File: src/rtl/fc_pkg.sv
// Shared types and sizing helpers for the fully-connected neuron blocks.
package fc_pkg;

    typedef enum logic [1:0] {
        IDLE,
        MAC,
        OUT
    } state_e;

    // Full-precision accumulator width: product bits plus growth for LAYER_SZ terms plus headroom for bias.
    function automatic int acc_width(input int size, input int layer_sz);
        return 2 * size + $clog2(layer_sz) + 1;
    endfunction

    function automatic int q_one(input int precision);
        return 1 << precision;
    endfunction

endpackage

File: src/rtl/fc_requant.sv
// Requantiser: adds bias, drops fraction bits (floor), optional ReLU, saturates to SIZE bits.
module fc_requant
    import fc_pkg::*;
#(
    parameter int SIZE      = 16,
    parameter int PRECISION = 11,
    parameter int ACC_W     = 35
) (
    input  logic [ACC_W-1:0] acc,
    input  logic [SIZE-1:0]  bias,
    input  logic             relu_en,
    output logic [SIZE-1:0]  value,
    output logic             ovf
);

    logic signed [ACC_W-1:0] bias_ext;
    logic signed [ACC_W-1:0] sum;
    logic signed [ACC_W-1:0] shifted;
    logic signed [ACC_W-1:0] rect;
    logic [ACC_W-SIZE:0]     hi;

    assign bias_ext = ACC_W'($signed(bias));
    assign sum      = $signed(acc) + (bias_ext <<< PRECISION);
    assign shifted  = sum >>> PRECISION;

    always_comb begin
        rect  = shifted;
        value = '0;
        ovf   = 1'b0;
        if (relu_en && shifted[ACC_W-1]) begin
            rect = '0;
        end
        // In range only if every bit above the result sign bit matches it.
        hi = rect[ACC_W-1:SIZE-1];
        if (hi != '0 && hi != '1) begin
            ovf   = 1'b1;
            value = rect[ACC_W-1] ? {1'b1, {(SIZE-1){1'b0}}} : {1'b0, {(SIZE-1){1'b1}}};
        end else begin
            value = rect[SIZE-1:0];
        end
    end

endmodule

File: src/rtl/fc_neuron_seq.sv
// Time-multiplexed fully-connected neuron: LANES MACs per cycle, then requantise and pulse done.
module fc_neuron_seq
    import fc_pkg::*;
#(
    parameter int SIZE      = 16,
    parameter int PRECISION = 11,
    parameter int LAYER_SZ  = 4,
    parameter int LANES     = 1
) (
    input  logic                           clk,
    input  logic                           rst,
    input  logic                           start,
    input  logic [0:LAYER_SZ-1][SIZE-1:0]  weights,
    input  logic [0:LAYER_SZ-1][SIZE-1:0]  inputs,
    input  logic [SIZE-1:0]                bias,
    input  logic                           relu_en,
    output logic                           busy,
    output logic                           done,
    output logic [SIZE-1:0]                value,
    output logic                           ovf
);

    localparam int ACC_W = acc_width(SIZE, LAYER_SZ);
    localparam int IDX_W = (LAYER_SZ > 1) ? $clog2(LAYER_SZ) : 1;
    localparam logic [IDX_W-1:0] LAST_IDX = IDX_W'(LAYER_SZ - LANES);

    if (LAYER_SZ < 1 || LANES < 1 || (LAYER_SZ % LANES) != 0) begin : g_bad_cfg
        $error("fc_neuron_seq: LANES must divide LAYER_SZ and both must be >= 1");
    end

    state_e                          state_q, state_d;
    logic signed [ACC_W-1:0]         acc_q, acc_d;
    logic [IDX_W-1:0]                idx_q, idx_d;
    logic [0:LAYER_SZ-1][SIZE-1:0]   w_q, x_q;
    logic [SIZE-1:0]                 bias_q;
    logic                            relu_q;
    logic [SIZE-1:0]                 value_q, value_d;
    logic                            ovf_q, ovf_d;
    logic                            done_q, done_d;
    logic                            load;

    logic signed [ACC_W-1:0]         chunk;
    logic signed [2*SIZE-1:0]        prod;
    logic [IDX_W-1:0]                k;
    logic [SIZE-1:0]                 rq_value;
    logic                            rq_ovf;

    always_comb begin
        chunk = '0;
        prod  = '0;
        k     = '0;
        for (int unsigned l = 0; l < LANES; l++) begin
            k     = idx_q + IDX_W'(l);
            prod  = $signed(w_q[k]) * $signed(x_q[k]);
            chunk = chunk + ACC_W'(prod);
        end
    end

    fc_requant #(
        .SIZE      (SIZE),
        .PRECISION (PRECISION),
        .ACC_W     (ACC_W)
    ) u_requant (
        .acc     (acc_q),
        .bias    (bias_q),
        .relu_en (relu_q),
        .value   (rq_value),
        .ovf     (rq_ovf)
    );

    always_comb begin
        state_d = state_q;
        acc_d   = acc_q;
        idx_d   = idx_q;
        value_d = value_q;
        ovf_d   = ovf_q;
        done_d  = 1'b0;
        load    = 1'b0;
        unique case (state_q)
            IDLE: begin
                if (start) begin
                    load    = 1'b1;
                    acc_d   = '0;
                    idx_d   = '0;
                    state_d = MAC;
                end
            end
            MAC: begin
                acc_d = acc_q + chunk;
                if (idx_q == LAST_IDX) begin
                    idx_d   = '0;
                    state_d = OUT;
                end else begin
                    idx_d = idx_q + IDX_W'(LANES);
                end
            end
            OUT: begin
                value_d = rq_value;
                ovf_d   = rq_ovf;
                done_d  = 1'b1;
                state_d = IDLE;
            end
            default: state_d = IDLE;
        endcase
    end

    always_ff @(posedge clk or posedge rst) begin
        if (rst) begin
            state_q <= IDLE;
            acc_q   <= '0;
            idx_q   <= '0;
            w_q     <= '0;
            x_q     <= '0;
            bias_q  <= '0;
            relu_q  <= 1'b0;
            value_q <= '0;
            ovf_q   <= 1'b0;
            done_q  <= 1'b0;
        end else begin
            state_q <= state_d;
            acc_q   <= acc_d;
            idx_q   <= idx_d;
            value_q <= value_d;
            ovf_q   <= ovf_d;
            done_q  <= done_d;
            if (load) begin
                w_q    <= weights;
                x_q    <= inputs;
                bias_q <= bias;
                relu_q <= relu_en;
            end
        end
    end

    assign busy  = (state_q != IDLE);
    assign done  = done_q;
    assign value = value_q;
    assign ovf   = ovf_q;

endmodule
File: config.mk
export PLATFORM = sky130hd
export DESIGN_NAME = fc_neuron_seq
export DESIGN_NICKNAME = d
export VERILOG_FILES = /design/src/rtl/fc_pkg.sv /design/src/rtl/fc_requant.sv /design/src/rtl/fc_neuron_seq.sv
export SDC_FILE = /design/constraint.sdc
export NUM_CORES = 1
export LEC_CHECK = 0
export CAP_MARGIN = 20
export CORE_ASPECT_RATIO = 0.6
export CORE_MARGIN = 4
export CORE_UTILIZATION = 55
export DETAILED_ROUTE_END_ITERATION = 16
export DONT_BUFFER_PORTS = 1
export HOLD_SLACK_MARGIN = 0.1
export PLACE_DENSITY_LB_ADDON = 0.05
export SLEW_MARGIN = 15
export SYNTH_ARGS = -nofsm -noshare
export SYNTH_HDL_FRONTEND = slang
export SYNTH_SLANG_ARGS = --single-unit
File: constraint.sdc
create_clock -name clk -period 10 [get_ports clk]
set_input_delay 2.5 -clock clk [delete_from_list [all_inputs] [get_ports clk]]
set_output_delay 2.5 -clock clk [all_outputs]
set_load 0.005 [all_outputs]
==> results of run 1 <==
-- critical path, stage by stage, from the launching register on --
cell	delay, ns
sky130_fd_sc_hd__dfrtp_2	0.94
sky130_fd_sc_hd__buf_4	0.31
sky130_fd_sc_hd__mux4_2	0.74
sky130_fd_sc_hd__and2_1	0.25
sky130_fd_sc_hd__fa_1	0.53
sky130_fd_sc_hd__inv_1	0.05
sky130_fd_sc_hd__fa_1	0.48
sky130_fd_sc_hd__fa_1	0.51
sky130_fd_sc_hd__fa_1	0.56
sky130_fd_sc_hd__inv_1	0.05
sky130_fd_sc_hd__fa_1	0.51
sky130_fd_sc_hd__inv_1	0.06
sky130_fd_sc_hd__fa_1	0.49
sky130_fd_sc_hd__inv_1	0.05
sky130_fd_sc_hd__ha_1	0.36
sky130_fd_sc_hd__and3_1	0.22
sky130_fd_sc_hd__and4_1	0.26
sky130_fd_sc_hd__o311ai_0	0.30
sky130_fd_sc_hd__a21oi_1	0.36
sky130_fd_sc_hd__o211ai_1	0.32
sky130_fd_sc_hd__a21boi_0	0.18
sky130_fd_sc_hd__o21ai_0	0.17
sky130_fd_sc_hd__or3b_2	0.45
sky130_fd_sc_hd__a32o_1	0.27
-- flip-flops by register name (all words and copies together), names as in the netlist --
register and count:
ovf 1, idx_q 2, acc_q 35, done 1
w_q 64, relu_q 1, state_q 2, x_q 64
bias_q 16, value 16
-- per-layer routing --
| layer | up-vias | global-route usage | part of all wire |
|---|---|---|---|
| met2 | 384 | 0.397 | 0.44 |
| met1 | 7614 | 0.409 | 0.48 |
| met4 | 0 | 0.0349 | 0.014 |
| li1 | 6898 | - | - |
| met3 | 46 | 0.0520 | 0.070 |
| met5 | - | 0 | 0 |
-- cell usage after synthesis (4+ instances only) --
master,n
sky130_fd_sc_hd__or2_2,6
sky130_fd_sc_hd__nor3_1,10
sky130_fd_sc_hd__or3_1,6
sky130_fd_sc_hd__inv_1,363
sky130_fd_sc_hd__xor2_1,27
sky130_fd_sc_hd__o311ai_2,4
sky130_fd_sc_hd__nand3_1,35
sky130_fd_sc_hd__a211oi_1,8
sky130_fd_sc_hd__and4_1,4
sky130_fd_sc_hd__clkbuf_1,83
sky130_fd_sc_hd__and2_1,127
sky130_fd_sc_hd__and3_1,9
sky130_fd_sc_hd__nand2_1,614
sky130_fd_sc_hd__mux4_2,31
sky130_fd_sc_hd__nand2b_1,10
sky130_fd_sc_hd__buf_1,7
sky130_fd_sc_hd__xnor2_1,26
sky130_fd_sc_hd__dfrtp_1,202
sky130_fd_sc_hd__o21ai_0,54
sky130_fd_sc_hd__o31ai_1,6
sky130_fd_sc_hd__a21oi_1,35
sky130_fd_sc_hd__o211ai_1,7
sky130_fd_sc_hd__o311ai_1,5
sky130_fd_sc_hd__a21o_1,25
sky130_fd_sc_hd__a22oi_1,5
sky130_fd_sc_hd__nand4_1,4
sky130_fd_sc_hd__nor2_1,26
sky130_fd_sc_hd__a31oi_1,7
sky130_fd_sc_hd__ha_1,128
sky130_fd_sc_hd__fa_1,311
sky130_fd_sc_hd__o21bai_1,9
sky130_fd_sc_hd__a21boi_0,4
-- stage by stage --
stage | hold WS [ns] | instances
after floorplan | 0.440 | 2260
after global placement | 0.453 | 2688
after detailed placement | 0.460 | 2688
after CTS | 0.475 | 2726
after global routing | 0.493 | 2727
final | 0.471 | 2727
-- cell type report --
cell class | count | area share
clock buffers | 25 | 0.0266
clock inverters | 13 | 0.00686
inverters | 363 | 0.0616
multi-input cells | 1599 | 0.644
flip-flops and latches | 202 | 0.227
well taps | 513 | 0.0288
repair buffers | 12 | 0.00512
-- path summary, 6_finish.rpt --
kind                                from         to  slack (ns)  cells past startpoint
worst min-delay path             x_q[56]    x_q[56]        0.47                      2
worst max register to register  idx_q[0]  acc_q[32]        1.41                     23
worst min register to register   x_q[56]    x_q[56]        0.47                      2
max in group asynchronous            rst    x_q[11]        6.76                      3
min in group asynchronous            rst     x_q[8]        1.99                      1
worst max-delay path            idx_q[0]  acc_q[32]        1.41                     23
-- cells by family (layout without fill, tap and decap cells) --
logic type | Yosys count | count (layout) | synth area share
and+or+nand+nor | 869 | 869 | 0.182
buffers and inverters | 459 | 413 | 0.0828
adders and majority gates | 439 | 439 | 0.371
AOI/OAI and AO/OA | 202 | 202 | 0.0677
DFF | 202 | 202 | 0.239
xor gates and xnor gates | 54 | 54 | 0.0227
muxes | 35 | 35 | 0.0351
-- placed cells by master (no fill, tap or decap), types with 4 or more instances in the layout --
cell type,synthesis,routed
sky130_fd_sc_hd__mux4_2,31,31
sky130_fd_sc_hd__a211oi_1,8,8
sky130_fd_sc_hd__a21oi_1,35,35
sky130_fd_sc_hd__a31oi_1,7,7
sky130_fd_sc_hd__and2_1,127,126
sky130_fd_sc_hd__nand2b_1,10,9
sky130_fd_sc_hd__buf_4,0,10
sky130_fd_sc_hd__and4_1,4,4
sky130_fd_sc_hd__o311ai_1,5,5
sky130_fd_sc_hd__nor3_1,10,10
sky130_fd_sc_hd__o21ai_0,54,54
sky130_fd_sc_hd__or3_1,6,6
sky130_fd_sc_hd__nand2_1,614,613
sky130_fd_sc_hd__xor2_1,27,27
sky130_fd_sc_hd__nand4_1,4,4
sky130_fd_sc_hd__o21bai_1,9,9
sky130_fd_sc_hd__and3_1,9,9
sky130_fd_sc_hd__ha_1,128,128
sky130_fd_sc_hd__or2_2,6,6
sky130_fd_sc_hd__o311ai_2,4,4
sky130_fd_sc_hd__o31ai_1,6,6
sky130_fd_sc_hd__xnor2_1,26,26
sky130_fd_sc_hd__o211ai_1,7,7
sky130_fd_sc_hd__nand3_1,35,35
sky130_fd_sc_hd__a22oi_1,5,5
sky130_fd_sc_hd__dfrtp_1,202,201
sky130_fd_sc_hd__a21o_1,25,25
sky130_fd_sc_hd__a21boi_0,4,4
sky130_fd_sc_hd__clkbuf_16,0,23
sky130_fd_sc_hd__fa_1,311,311
sky130_fd_sc_hd__inv_1,363,362
sky130_fd_sc_hd__nor2_1,26,26
sky130_fd_sc_hd__clkinv_2,0,6
==> reports/qor_table.md, run 1 <==
| Result | Value | Unit |
|---|---|---|
| Status | completed | - |
| Number of different library cells in the post-synthesis netlist | 71 | - |
| Sum of negative setup slack | 0 | ns |
| Cell Rows | 55 | - |
| Detailed placement HPWL | 42100 | um |
| Clock latency on the worst-skew pair | 0.54 | ns |
| Via count | 14942 | - |
| Nets in the synthesized netlist | 2847 | - |
| Global-route wire length before repair | 87000 | um |
| Part of the Yosys area used for sequential elements | 0.239 | - |
| Peak clock frequency supported by timing | 0.116 | GHz |
| CP startpoint kind | register | - |
| Number of antenna violations at the first check in global routing | 0 | - |
| Cts bufs inserted | 22 | - |
| Main synth FF type | sky130_fd_sc_hd__dfrtp_1 | - |
| Clock skew after layout | 0.0258 | ns |
| Finished Core Util | 0.589 | - |
| Post-Place Setup Slack | 1.62 | ns |
| Worst Max-Slew Pin Slew | 1.14 | ns |
| Max Slew Vio Count | 0 | - |
| Total routing resource utilization after global routing | 0.263 | - |
| Fin worst setup slack | 1.41 | ns |
| Overflow left after global routing | 0 | - |
| Final routed wirelength across all metal layers | 52800 | um |
| CTS tree | yes | - |
| Number of top-level pins | 167 | - |
| Number of input and output port buffers inserted | 0 | - |
| Post-synthesis cell type with the largest combined area | sky130_fd_sc_hd__fa_1 | - |
| DIE AREA | 41700 | um2 |
| Post-detailed-route DRC marker count | 0 | - |
| Number of setup buffers added after CTS | 0 | - |
| Share of flip-flops with an asynchronous set or reset | 1.00 | - |
| Clock Tree Buf Depth | 3 | - |
| Depth of the CTS H-tree | 1 | - |
| Netlist area before placement | 21100 | um2 |
| Storage element area | 5060 | um2 |
| Antenna cells | 0 | - |
| Post-DRT Antenna Nets | 0 | - |
| Core footprint | 37800 | um2 |
| Min Clock Period, post-route | 8.59 | ns |
| Final count of negative-setup-slack endpoints | 0 | - |
| Worst hold path class | register to register | - |
| Final period utilization | 0.859 | - |
| Multi-input logic area | 14300 | um2 |
| Net count, final | 2787 | - |
| Pin count of the biggest net entering global routing | 132 | - |
| Width of the die | 261 | um |
| Clock sink count | 202 | - |
| Initial cell density of the core | 0.559 | - |
| CTS Hold Bufs | 0 | - |
| Max-cap violations | 0 | - |
| Max-Slew Margin vs Limit | 0.228 | - |
| Syn avg cell area | 9.35 | um2 |
| Top cells by area in the synthesized netlist | sky130_fd_sc_hd__fa_1, sky130_fd_sc_hd__dfrtp_1, sky130_fd_sc_hd__nand2_1, sky130_fd_sc_hd__ha_1, sky130_fd_sc_hd__inv_1 | - |
| Number of warnings printed during yosys synthesis | 0 | - |
| Vias in the first global route | 15877 | - |
| Critical path fanouts, max | 26 | - |
| Average vias per placed instance | 5.48 | - |
| CTS clk-pin slew, worst paths | 0.06 | ns |
| Pre-antenna DRT Iters | 7 | - |
| Setup crit end kind | register | - |
| Share of cells above drive strength 1 | 0.0510 | - |
| Synthesis-stage register bit count | 202 | - |
| Post-detailed-route wirelength per cell | 19.4 | um |
| Synthesized instance count | 2260 | - |
| Number of synthesized flops with an enable pin | 0 | - |
| Die height | 160 | um |
| Area growth, synth to finish | 5.38 | % |
| Share of Yosys cell area claimed by the top area cell type | 0.295 | - |
| Setup CP Type | register to register | - |
| Fillers | 3326 | - |
| CTS-repair resized insts | 0 | - |
| CTS root buf | sky130_fd_sc_hd__clkbuf_16 | - |
| Cell area after layout | 22300 | um2 |
| Arrival time at the worst endpoint | 8.98 | ns |
| Weighted congestion at the end of routability-driven global placement | 0.904 | - |
| Setup repair after global routing missed its margin | false | - |
| Data required time of the critical path | 10.40 | ns |
| Final number of hold-violating endpoints | 0 | - |
| Iteration-0 DRC count of the detailed router | 991 | - |
| Placed standard-cell area | 21500 | um2 |
Power of run 1 is not shown: default switching activity piles up to over one toggle a cycle in this logic, so the estimate is an artifact.
==> run 2: changes to the inputs <==
--- a/config.mk
+++ b/config.mk
@@ -13,6 +13,7 @@
 export DONT_BUFFER_PORTS = 1
 export HOLD_SLACK_MARGIN = 0.1
 export PLACE_DENSITY_LB_ADDON = 0.05
+export SETUP_SLACK_MARGIN = 0.1
 export SLEW_MARGIN = 15
 export SYNTH_ARGS = -nofsm -noshare
 export SYNTH_HDL_FRONTEND = slang
==> results of run 2 <==
Final layout, timing and power as in run 1 (identical DEF).
Power of run 2 is left out for the same reason.
==> run 3: changes to the inputs <==
--- a/config.mk
+++ b/config.mk
@@ -11,8 +11,9 @@
 export CORE_UTILIZATION = 55
 export DETAILED_ROUTE_END_ITERATION = 16
 export DONT_BUFFER_PORTS = 1
-export HOLD_SLACK_MARGIN = 0.1
+export HOLD_SLACK_MARGIN = 0.05
 export PLACE_DENSITY_LB_ADDON = 0.05
+export RECOVER_POWER = 100
 export SETUP_SLACK_MARGIN = 0.1
 export SLEW_MARGIN = 15
 export SYNTH_ARGS = -nofsm -noshare
==> run 3 against run 2 <==
Against the previous run: the flow now finishes with violations (max-capacitance violations, max-slew violations); critical endpoint unchanged; first-iteration DRC count increased by 3.0%; via count decreased by 0.11%; register-to-register slack got worse by 0.21 ns; final cell count unchanged; fmax decreased by 2.4%; worst hold slack about the same; highest routed layer unchanged; non-clock buffer count unchanged; sequential share of layout area increased by 0.096 points; core utilization decreased by 0.25 points; clock skew decreased by 0.0030 ns; flip-flop and latch count unchanged; clock-buffer cell count unchanged.
==> reports/qor_table.md, run 3 (same netlist as run 1, synthesis figures left out) <==
| Result | Value | Unit | Change |
|---|---|---|---|
| Status | finished, violations left | - |  |
| Violations in the final reports | max-capacitance violations, max-slew violations | - |  |
| Weighted congestion at the end of routability-driven global placement | 0.904 | - | unchanged |
| Fillers | 3340 | - | +0.42% |
| Vias in the first global route | 15877 | - | unchanged |
| Pre-antenna DRT Iters | 5 | - | -2 |
| CP startpoint kind | register | - |  |
| Clock sink count | 202 | - | unchanged |
| CTS clk-pin slew, worst paths | 0.06 | ns | about the same |
| Number of setup buffers added after CTS | 0 | - | unchanged |
| Clock latency on the worst-skew pair | 0.53 | ns | about the same |
| Min Clock Period, post-route | 8.80 | ns | +0.212 ns |
| Regs by FF count | w_q x64, x_q x64, acc_q x35 | - |  |
| Final number of hold-violating endpoints | 0 | - | unchanged |
| Die height | 160 | um | unchanged |
| Placed standard-cell area | 21500 | um2 | unchanged |
| Fin worst setup slack | 1.20 | ns | -0.212 ns |
| CTS root buf | sky130_fd_sc_hd__clkbuf_16 | - |  |
| Net count, final | 2787 | - | unchanged |
| DIE AREA | 41700 | um2 | unchanged |
| CTS-repair resized insts | 0 | - | unchanged |
| Cell area after layout | 22200 | um2 | -0.42% |
| CTS tree | yes | - |  |
| Final count of negative-setup-slack endpoints | 0 | - | unchanged |
| Total routing resource utilization after global routing | 0.263 | - | unchanged |
| Cts bufs inserted | 22 | - | unchanged |
| Depth of the CTS H-tree | 1 | - | unchanged |
| Area growth, synth to finish | 4.93 | % |  |
| CTS Hold Bufs | 0 | - | unchanged |
| Clock skew after layout | 0.0228 | ns | -0.00296 ns |
| Multi-input logic area | 14300 | um2 | -0.24% |
| Share of cells above drive strength 1 | 0.0461 | - | -0.00497 |
| Number of input and output port buffers inserted | 0 | - | unchanged |
| Setup CP Type | register to register | - |  |
| Crit-path cells | clkbuf_1 > mux4_2 > and2_0 > fa_1 > inv_1 > fa_1 > inv_1 > fa_1 > fa_1 > fa_1 > inv_1 > fa_1 > inv_1 > ha_1 > and3_1 > and4_1 > o311ai_0 > a21oi_1 > o211ai_1 > a21boi_0 > o21ai_0 > or3b_2 > a32o_1 | - |  |
| Clock Tree Buf Depth | 3 | - | unchanged |
| Max Slew Vio Count | 506 | - | +506 |
| Peak clock frequency supported by timing | 0.114 | GHz | -2.4% |
| Via count | 14925 | - | -0.11% |
| Setup crit end kind | register | - |  |
| Number of top-level pins | 167 | - | unchanged |
| Most frequent cells in the layout | sky130_fd_sc_hd__nand2_1, sky130_fd_sc_hd__inv_1, sky130_fd_sc_hd__fa_1 | - |  |
| Iteration-0 DRC count of the detailed router | 1021 | - | +3.0% |
| Overflow left after global routing | 0 | - | unchanged |
| Critical path fanouts, max | 26 | - | unchanged |
| Data required time of the critical path | 10.40 | ns | about the same |
| Average vias per placed instance | 5.47 | - | -0.11% |
| Storage element area | 5060 | um2 | unchanged |
| Detailed placement HPWL | 42100 | um | unchanged |
| Final period utilization | 0.880 | - | +0.0212 |
| Cell Rows | 55 | - | unchanged |
| Pin count of the biggest net entering global routing | 132 | - | unchanged |
| Max-Slew Margin vs Limit | -2.70 | - | -2.93 |
| Global-route wire length before repair | 87000 | um | unchanged |
| Most frequent cell on the critical path | sky130_fd_sc_hd__fa_1 | - |  |
| Largest stage delay on the critical path | 0.93 | ns | about the same |
| Post-Place Setup Slack | 1.62 | ns | unchanged |
| Worst Max-Slew Pin Slew | 5.52 | ns | +4.38 ns |
| Post-detailed-route DRC marker count | 0 | - | unchanged |
| Final routed wirelength across all metal layers | 52800 | um | about the same |
| Cell with the biggest individual delay on the critical path | sky130_fd_sc_hd__dfrtp_2 | - |  |
| Antenna cells | 0 | - | unchanged |
| Most common cell after layout, fill and taps aside | sky130_fd_sc_hd__nand2_1 | - |  |
| Max-cap violations | 7 | - | +7 |
| Number of antenna violations at the first check in global routing | 0 | - | unchanged |
| Sum of negative setup slack | 0 | ns | unchanged |
| Core footprint | 37800 | um2 | unchanged |
| Width of the die | 261 | um | unchanged |
| Initial cell density of the core | 0.559 | - | unchanged |
| Post-detailed-route wirelength per cell | 19.4 | um | about the same |
| Worst hold path class | register to register | - |  |
| Arrival time at the worst endpoint | 9.20 | ns | +0.22 ns |
| Setup repair after global routing missed its margin | false | - |  |
| Post-DRT Antenna Nets | 0 | - | unchanged |
-- run 3: cell types whose count changed in the layout (fill, tap and decap cells not counted), sizes merged --
cell,change
buf,-8
clkbuf,+8
clkinvlp,+1
inv,-1
-- run 3: layer usage --
metal	track usage	vias to the layer above	part of all wire
li1	-	6899	-
met3	0.0520	48	0.069
met4	0.0349	0	0.014
met2	0.397	381	0.44
met1	0.409	7597	0.47
met5	0	-	0
-- run 3: path summary, 6_finish.rpt --
check	end	cells past startpoint	from	slack [ns]
max reg2reg	acc_q[32]	23	idx_q[0]	1.20
min reg2reg	x_q[56]	2	x_q[56]	0.47
max	acc_q[32]	23	idx_q[0]	1.20
min in group asynchronous	x_q[8]	1	rst	3.56
min	x_q[56]	2	x_q[56]	0.47
max in group asynchronous	x_q[11]	3	rst	2.49
-- run 3: critical path, delay by kind of cell (launching register included) --
kind | cells | cell delay, ns
mux | 1 | 0.79
fa+ha+maj | 7 | 3.38
compound gates | 6 | 1.61
buf+inv | 5 | 0.67
simple gates | 4 | 1.24
flops | 1 | 0.93
-- run 3: through the flow --
stage	utilization	hold slack [ns]	instances
global route	0.587	0.493	2727
CTS	0.588	0.475	2726
finish	0.587	0.472	2727
floorplan	-	0.440	2260
global placement	0.569	0.453	2688
detailed placement	0.569	0.460	2688
-- run 3: final cells by class --
| cell class | instances | share of cell area |
|---|---|---|
| multi-input combinational | 1599 | 0.645 |
| sequential | 202 | 0.228 |
| inverter | 363 | 0.0615 |
| tap | 513 | 0.0290 |
| clock buffer | 25 | 0.0268 |
| clock inverter | 13 | 0.00689 |
| timing repair buffer | 12 | 0.00277 |
Power of run 3 is left out for the same reason.
